`src/rtl/ysyx_23060184_rf_pkg.sv`:
```
// Shared constants for the scoreboarded register file: default sizes, reset value
// and the packed-port slice helper.
package ysyx_23060184_rf_pkg;

  localparam int DEF_ADDR_WIDTH = 5;
  localparam int DEF_DATA_WIDTH = 32;
  localparam int DEF_NR_READ    = 2;
  localparam int DEF_CNT_WIDTH  = 2;
  localparam int MAX_NR_READ    = 4;

  // Replicated to DATA_WIDTH wherever a register or read port is cleared.
  localparam logic INITIAL_VAL = 1'b0;

  // Low bit of port `port` inside a packed bus of `width`-bit fields.
  function automatic int slice_lo(input int port, input int width);
    return port * width;
  endfunction

endpackage

```
`src/rtl/ysyx_23060184_rf_scoreboard.sv`:
```
// Per-register pending-writer counters: claims increment, writebacks decrement, flush clears.
// With YSYX_23060184_RF_BYPASS_EN the busy vector reflects the post-writeback count.
module ysyx_23060184_rf_scoreboard
  import ysyx_23060184_rf_pkg::*;
#(
  parameter int ADDR_WIDTH = DEF_ADDR_WIDTH,
  parameter int CNT_WIDTH  = DEF_CNT_WIDTH
) (
  input  logic                       clk,
  input  logic                       rst,
  input  logic                       claim_valid,
  input  logic [ADDR_WIDTH-1:0]      claim_addr,
  output logic                       claim_ready,
  input  logic                       wen,
  input  logic [ADDR_WIDTH-1:0]      waddr,
  input  logic                       flush,
  output logic [2**ADDR_WIDTH-1:0]   busy
);

  localparam int NREG = 2 ** ADDR_WIDTH;
  localparam logic [CNT_WIDTH-1:0] CNT_MAX = '1;
  localparam logic [CNT_WIDTH-1:0] CNT_ONE = CNT_WIDTH'(1);

  logic [CNT_WIDTH-1:0] pend [NREG];
  logic write_hit;
  logic claim_full;
  logic claim_take;

  // Handshake: a claim is taken on a rising edge where claim_valid && claim_ready;
  // claim_ready never depends on claim_valid, so the issue stage may hold valid freely.
  assign write_hit   = wen && (waddr != '0);
  assign claim_full  = (claim_addr != '0) && (pend[claim_addr] == CNT_MAX) &&
                       !(write_hit && (waddr == claim_addr));
  assign claim_ready = !rst && !flush && !claim_full;
  assign claim_take  = claim_valid && claim_ready && (claim_addr != '0);

  always_ff @(posedge clk) begin
    if (rst || flush) begin
      for (int r = 0; r < NREG; r++) pend[r] <= '0;
    end else begin
      for (int r = 1; r < NREG; r++) begin
        // A claim and a writeback to the same register cancel out.
        if (claim_take && (claim_addr == ADDR_WIDTH'(r)) &&
            !(write_hit && (waddr == ADDR_WIDTH'(r))))
          pend[r] <= pend[r] + CNT_ONE;
        else if (write_hit && (waddr == ADDR_WIDTH'(r)) && (pend[r] != '0) &&
                 !(claim_take && (claim_addr == ADDR_WIDTH'(r))))
          pend[r] <= pend[r] - CNT_ONE;
      end
    end
  end

  for (genvar r = 0; r < NREG; r++) begin : g_busy
    if (r == 0) begin : g_zero
      assign busy[r] = 1'b0;
    end else begin : g_reg
`ifdef YSYX_23060184_RF_BYPASS_EN
      assign busy[r] = (pend[r] > CNT_ONE) ||
                       ((pend[r] == CNT_ONE) && !(write_hit && (waddr == ADDR_WIDTH'(r))));
`else
      assign busy[r] = (pend[r] != '0);
`endif
    end
  end

endmodule

```
`src/rtl/ysyx_23060184_regfile_sb.sv`:
```
// Register file with combinational read ports and a pending-writer scoreboard.
// YSYX_23060184_RF_BYPASS_EN forwards same-cycle writeback data to the read ports.
module ysyx_23060184_regfile_sb
  import ysyx_23060184_rf_pkg::*;
#(
  parameter int ADDR_WIDTH = DEF_ADDR_WIDTH,
  parameter int DATA_WIDTH = DEF_DATA_WIDTH,
  parameter int NR_READ    = DEF_NR_READ,
  parameter int CNT_WIDTH  = DEF_CNT_WIDTH
) (
  input  logic                          clk,
  input  logic                          rst,
  input  logic                          wen,
  input  logic [ADDR_WIDTH-1:0]         waddr,
  input  logic [DATA_WIDTH-1:0]         wdata,
  input  logic [NR_READ*ADDR_WIDTH-1:0] raddr,
  output logic [NR_READ*DATA_WIDTH-1:0] rdata,
  output logic [NR_READ-1:0]            rbusy,
  input  logic                          claim_valid,
  input  logic [ADDR_WIDTH-1:0]         claim_addr,
  output logic                          claim_ready,
  input  logic                          flush
);

  localparam int NREG = 2 ** ADDR_WIDTH;

  logic [DATA_WIDTH-1:0] rf [NREG];
  logic [NREG-1:0]       busy;

  always_ff @(posedge clk) begin
    if (rst) begin
      for (int i = 0; i < NREG; i++) rf[i] <= {DATA_WIDTH{INITIAL_VAL}};
    end else if (wen && (waddr != '0)) begin
      rf[waddr] <= wdata;
    end
  end

  ysyx_23060184_rf_scoreboard #(
    .ADDR_WIDTH (ADDR_WIDTH),
    .CNT_WIDTH  (CNT_WIDTH)
  ) u_scoreboard (
    .clk         (clk),
    .rst         (rst),
    .claim_valid (claim_valid),
    .claim_addr  (claim_addr),
    .claim_ready (claim_ready),
    .wen         (wen),
    .waddr       (waddr),
    .flush       (flush),
    .busy        (busy)
  );

  for (genvar i = 0; i < NR_READ; i++) begin : g_read
    localparam int ALO = slice_lo(i, ADDR_WIDTH);
    localparam int DLO = slice_lo(i, DATA_WIDTH);

    logic [ADDR_WIDTH-1:0] ra;
    logic [DATA_WIDTH-1:0] data;
    logic                  port_busy;

    assign ra = raddr[ALO +: ADDR_WIDTH];

    always_comb begin
      data      = rf[ra];
      port_busy = busy[ra];
`ifdef YSYX_23060184_RF_BYPASS_EN
      if (wen && (waddr == ra)) data = wdata;
`endif
      // Index 0 and the reset window always read as empty.
      if (rst || (ra == '0)) begin
        data      = {DATA_WIDTH{INITIAL_VAL}};
        port_busy = 1'b0;
      end
    end

    assign rdata[DLO +: DATA_WIDTH] = data;
    assign rbusy[i]                 = port_busy;
  end

endmodule
```
`config.mk`:
```
export PLATFORM = sky130hd
export DESIGN_NAME = ysyx_23060184_regfile_sb
export DESIGN_NICKNAME = d
export VERILOG_FILES = /design/src/rtl/ysyx_23060184_rf_pkg.sv /design/src/rtl/ysyx_23060184_rf_scoreboard.sv /design/src/rtl/ysyx_23060184_regfile_sb.sv
export SDC_FILE = /design/constraint.sdc
export NUM_CORES = 2
export LEC_CHECK = 0
export CAP_MARGIN = 5
export CORE_ASPECT_RATIO = 0.8
export CORE_MARGIN = 2
export CORE_UTILIZATION = 30
export DETAILED_ROUTE_END_ITERATION = 10
export GPL_TIMING_DRIVEN = 0
export PLACE_DENSITY_LB_ADDON = 0.1
export SYNTH_ARGS = -nofsm -noshare
export SYNTH_HDL_FRONTEND = slang
export SYNTH_SLANG_ARGS = --single-unit
```
`constraint.sdc`:
```
create_clock -name clk -period 4.7 [get_ports clk]
set_input_delay 0.47 -clock clk [delete_from_list [all_inputs] [get_ports clk]]
set_output_delay 0.47 -clock clk [all_outputs]
set_load 0.01 [all_outputs]
```
# Word-level counts from Yosys, hierarchy flattened
# Memory sizes are Yosys's and may differ from the RTL's.
# Index checks and enable logic that the tools add are counted.
# classes
muxes,297
add_sub_neg,62
n_eq_ne,64
n_bitwise,62
n_reduce_logical,268
n_lt_le_gt_ge,2
# ops
cell,count
2-to-1 mux 1 bit,229
logical AND 1 bit,163
"== test 5 bit, second input constant",32
2-to-1 mux 2 bit,62
2-to-1 mux 32 bit,3
"== test 5 x 4 -> 1 bit, second input constant",16
zero test 1 bit,66
"adder 2 x 1 -> 2 bit, second input constant",31
bitwise OR 1 bit,62
nonzero test 2 bit,31
"subtractor 2 x 1 -> 2 bit, second input constant",31
"== test 5 x 3 -> 1 bit, second input constant",8
OR reduction 32 bit,1
"== test 5 x 2 -> 1 bit, second input constant",4
"less-than comparator 5 x 6 -> 1 bit, second input constant",2
binary-select mux 1 bit (select 5 bit),2
"== test 5 x 1 -> 1 bit, second input constant",2
zero test 5 bit,2
nonzero test 5 bit,2
== test 5 bit,1
2-to-1 mux 5 bit,1
logical OR 1 bit,3
"== test 2 bit, second input constant",1
# totals
output_inout_bits,67
register_bits,0
ram_bits,1088
n_memories,2
input_bits,57
elab_cells,757
# mem_list
name,depth,word_bits,rd,rd_ports_with_merged_regs,wr,line_no,source
rf,32,32,2,0,32,ysyx_23060184_regfile_sb.sv:27,logic [DATA_WIDTH-1:0] rf [NREG];
u_scoreboard.pend,32,2,32,0,32,ysyx_23060184_rf_scoreboard.sv:24,logic [CNT_WIDTH-1:0] pend [NREG];

# Depth between registers and ports, before layout
# depth
depth_word,17
depth_mapped,11
ltp_nobuf,7

# Modules after synthesis
# Synthesis repeated with hierarchy kept, for this count alone.
# hier_totals
hier_cells,4113
area_unflattened_um2,59779.8
# modules_own_cells
module,n_inst,seq_area_each_um2,cells_per_inst,area_each_um2
ysyx_23060184_regfile_sb,1,30749.5,3522,54641.2
ysyx_23060184_rf_scoreboard,1,1861.8,591,5138.7

# Least setup slack after synthesis
# Ideal clock, no wire load.
# synth_timing
path_kind,input to register
startpoint,input wen
endpoint,memory rf[1][0] (netlist bit) (enable)
required_time_ps,4234
arrival_time_ps,3560
path_slack_ps,674
n_path_buf,1
stages,5
setup_time_ps,466
path_cell_list,clkbuf_1 -> nand2b_1 -> nor3_1 -> nand2_1 -> o21ai_0
# synth_lines
element,line_no,source
"start, declared",ysyx_23060184_regfile_sb.sv:13,"input logic wen,"
"end, declared",ysyx_23060184_regfile_sb.sv:27,

# Final worst setup path
# layout_timing
startpoint,input raddr[8]
endpoint,output rdata[62]
# layout_via
elab_chain_len,3
elab_cells_between_ends,4
cone_classes,mux: 1; reduce/logical: 2; memory: 1
# layout_lines
element,line_no,source
"start, declared",ysyx_23060184_regfile_sb.sv:16,"input logic [NR_READ*ADDR_WIDTH-1:0] raddr,"
"parallel branches: the longest is 2 deep, another holds memory (32 x 32 bit)",--,
2-to-1 mux 32 bit (*),ysyx_23060184_regfile_sb.sv:70,if (rst || (ra == '0)) begin
"end, declared",ysyx_23060184_regfile_sb.sv:17,"output logic [NR_READ*DATA_WIDTH-1:0] rdata,"
# Every way passes the cells marked *.

==> metrics <==
status finished, violations left; violated checks max-capacitance violations, max-slew violations, negative setup slack; slowest CP cell clkbuf_1; chip height 406 um; CTS Buffer Depth 3; Avg Cell Area, Syn 12.5 um2; Slew @ Worst Pin 1.58 ns; R2R Setup Slk 1.50 ns; vias per std cell 5.70; grt ovf 0; layout cells sized above 1 17.2%; CP Class in2out; Worst-Skew Late Latency 0.79 ns; final worst slack -0.194 ns; Core ar. 0.201 mm2; register bit total from synthesis 1086; site row count 147; largest net degree at the start of global routing 33; total die area 0.206 mm2; All-Layer GR Usage 27.3%; met1 WL 126000 um; die width 507 um; Worst EP required 4.23 ns; number of placed cells counting well taps 7730; # IOs 124; Crit Path Max Fanout 10; Area Overhead vs Synth 17.3%; initial antenna violation count 17; crit-path max cell delay 1.10 ns; Cell Pwr Density 356 mW/mm2; achievable frequency 0.204 GHz; crit path launch type input pin; DRT Pass-1 Iters 6; Iter 0 DRT Violations 6035; CTS sink count 1086; Fin. Hold Viols 0; WL per Instance 35.9 um; Initial Utilization 30.2%; maximum VDD drop 321 uV; Ys Warns 0; clock slew at reported path FFs 0.06 ns; Final GP Congestion 0.917; PortBufs 113; fraction of registers with async set/reset 0%; CTS tree built; max_cap viols 3; Worst EP arrival 4.42 ns; Main synth FF type edfxtp_1; Met2 Wirelength 123000 um; Leak 24.4 nW; DR WL met3 22500 um; post-CTS setup repair buffer count 0; Post-synth EDFFs 1086; Post-DRT Antenna Nets 0; Non-Filler Instances 7969; Slew HR -6.18%; Hold WC Path Type in2reg; H-tree depth 4; crit share post-route 104%; Cells after Synth 4850; Final min period 4.89 ns; post-synthesis cell type count 67; DR top layer met5; first-pass GRT wire length 383000 um; Seq/Total Area, Yosys 53.8%; Final nets 5241; Layout Skew 0.0174 ns; Power, Total 25.3 mW; Fin Hold WS 0.486 ns; Post-Syn Area 0.0607 mm2; DRC errors left 0; Crit. End Element output port; total wire length 286000 um; Final setup viols 8; Max Slew Vio Count 12; CP dominant cell by count clkbuf_1; DR vias 45408; Cell Chain, Critical Path clkbuf_1, clkbuf_2, clkbuf_1, o221ai_1, o22ai_1, nor3_1, a21oi_1, nor2_1, clkdlybuf4s50_1; clock root buffer clkbuf_16; vias in the first global route 43991; total CTS buffers 131; dpl hpwl 220000 um
-- layer usage --
metal  up-vias  GRT usage, %
li1      19090             -
met1     23630          38.8
met2      2228          40.9
met3       456          4.95
met4         4          11.6
met5         -             0
-- sequential cells by signal, summed over array words and instances (netlist names) --
name / count
rf: 1024
u_scoreboard.pend: 62
-- final timing paths --
kind	from	end	cells after the start
max	raddr[8]	rdata[62]	9
min	wdata[27]	rf[23][27]$_SDFFCE_PN0P_	2
max reg2reg	u_scoreboard.pend[14][0]$_SDFFCE_PN0P_	u_scoreboard.pend[6][0]$_SDFFCE_PN0P_	8
min reg2reg	u_scoreboard.pend[17][0]$_DFFE_PP_	u_scoreboard.pend[17][0]$_DFFE_PP_	1
-- cells by family (layout without fill, tap and decap cells) --
| kind of cell | after synthesis | after routing | share of synthesized area [%] |
|---|---|---|---|
| AOI/OAI and AO/OA | 887 | 887 | 8.94 |
| xor gates and xnor gates | 4 | 4 | 0.0578 |
| adders and majority gates | 1 | 1 | 0.0206 |
| buffers and inverters | 495 | 893 | 3.19 |
| DFF | 1086 | 1086 | 53.8 |
| muxes | 802 | 802 | 19.4 |
| other | 1 | 40 | 0.00618 |
| and+or+nand+nor | 1574 | 1574 | 14.7 |
-- worst max-delay path: cells and delay by family --
family	cells	cell delay, ns
buffers and inverters	4	2.56
and+or+nand+nor	2	0.17
AOI/OAI and AO/OA	3	1.17
-- through the flow --
stage          utilization (%)  setup TNS, ns  area (um2)  setup WS (ns)
2_1_floorplan                -              0       60800          0.674
3_3_place_gp              32.5       -1871.46       65300          -4.52
6_report                  35.4         -0.364       71100         -0.194
3_5_place_dp              33.1         -80.47       66500          -1.53
4_1_cts                   35.4              0       71000        0.00593
5_1_grt                   35.4      -0.000332       71100      -0.000332
-- where the power goes --
group          switching [mW]  internal [mW]  total, mW
logic                    2.47           1.30       3.78
registers               0.309           11.2       11.5
clock network            4.48           5.51       9.99
-- synthesized netlist by cell type, drive strengths merged, types with 95 or more instances --
cell type	n	area [um2]
a21oi	353	1770
and2	996	6230
buf	101	454
clkbuf	379	1420
edfxtp	1086	32600
mux2	129	1450
mux2i	389	3890
mux4	284	6400
nand2	95	357
nor2	232	871
nor3	95	475
o21ai	179	896
o221ai	133	1160
o22ai	130	813
-- cell type report --
type                    count  area, um2
flip-flops and latches   1086      32600
diodes                      8       20.0
multi-input cells        3300      26700
well taps                2682       3360
inverters                  15       56.3
clock inverters            62        489
plain buffers             478       2240
fillers                 19774     130000
clock buffers             167       3480
repair buffers            171       2160
-- layout by cell type, fill, tap and decap left out, drive strengths merged, types with 16 or more instances in the layout --
cell           instances
a211oi                17
a21oi                353
and2                 996
buf                  135
clkbuf               550
clkdlybuf4s15         20
clkdlybuf4s50        111
clkinv                49
conb                  32
edfxtp              1086
inv                   22
mux2                 129
mux2i                389
mux4                 284
nand2                 95
nand2b                17
nand3                 60
nor2                 232
nor2b                 16
nor3                  95
o211ai                16
o21ai                179
o221ai               133
o22ai                130
-- repair_timing --
item | CTS | global route
hold buffers | 0 | 0
resized for setup | 245 | 28
endpoints found under the setup margin | 67 | 16
Power figures use the tool's default switching activity.
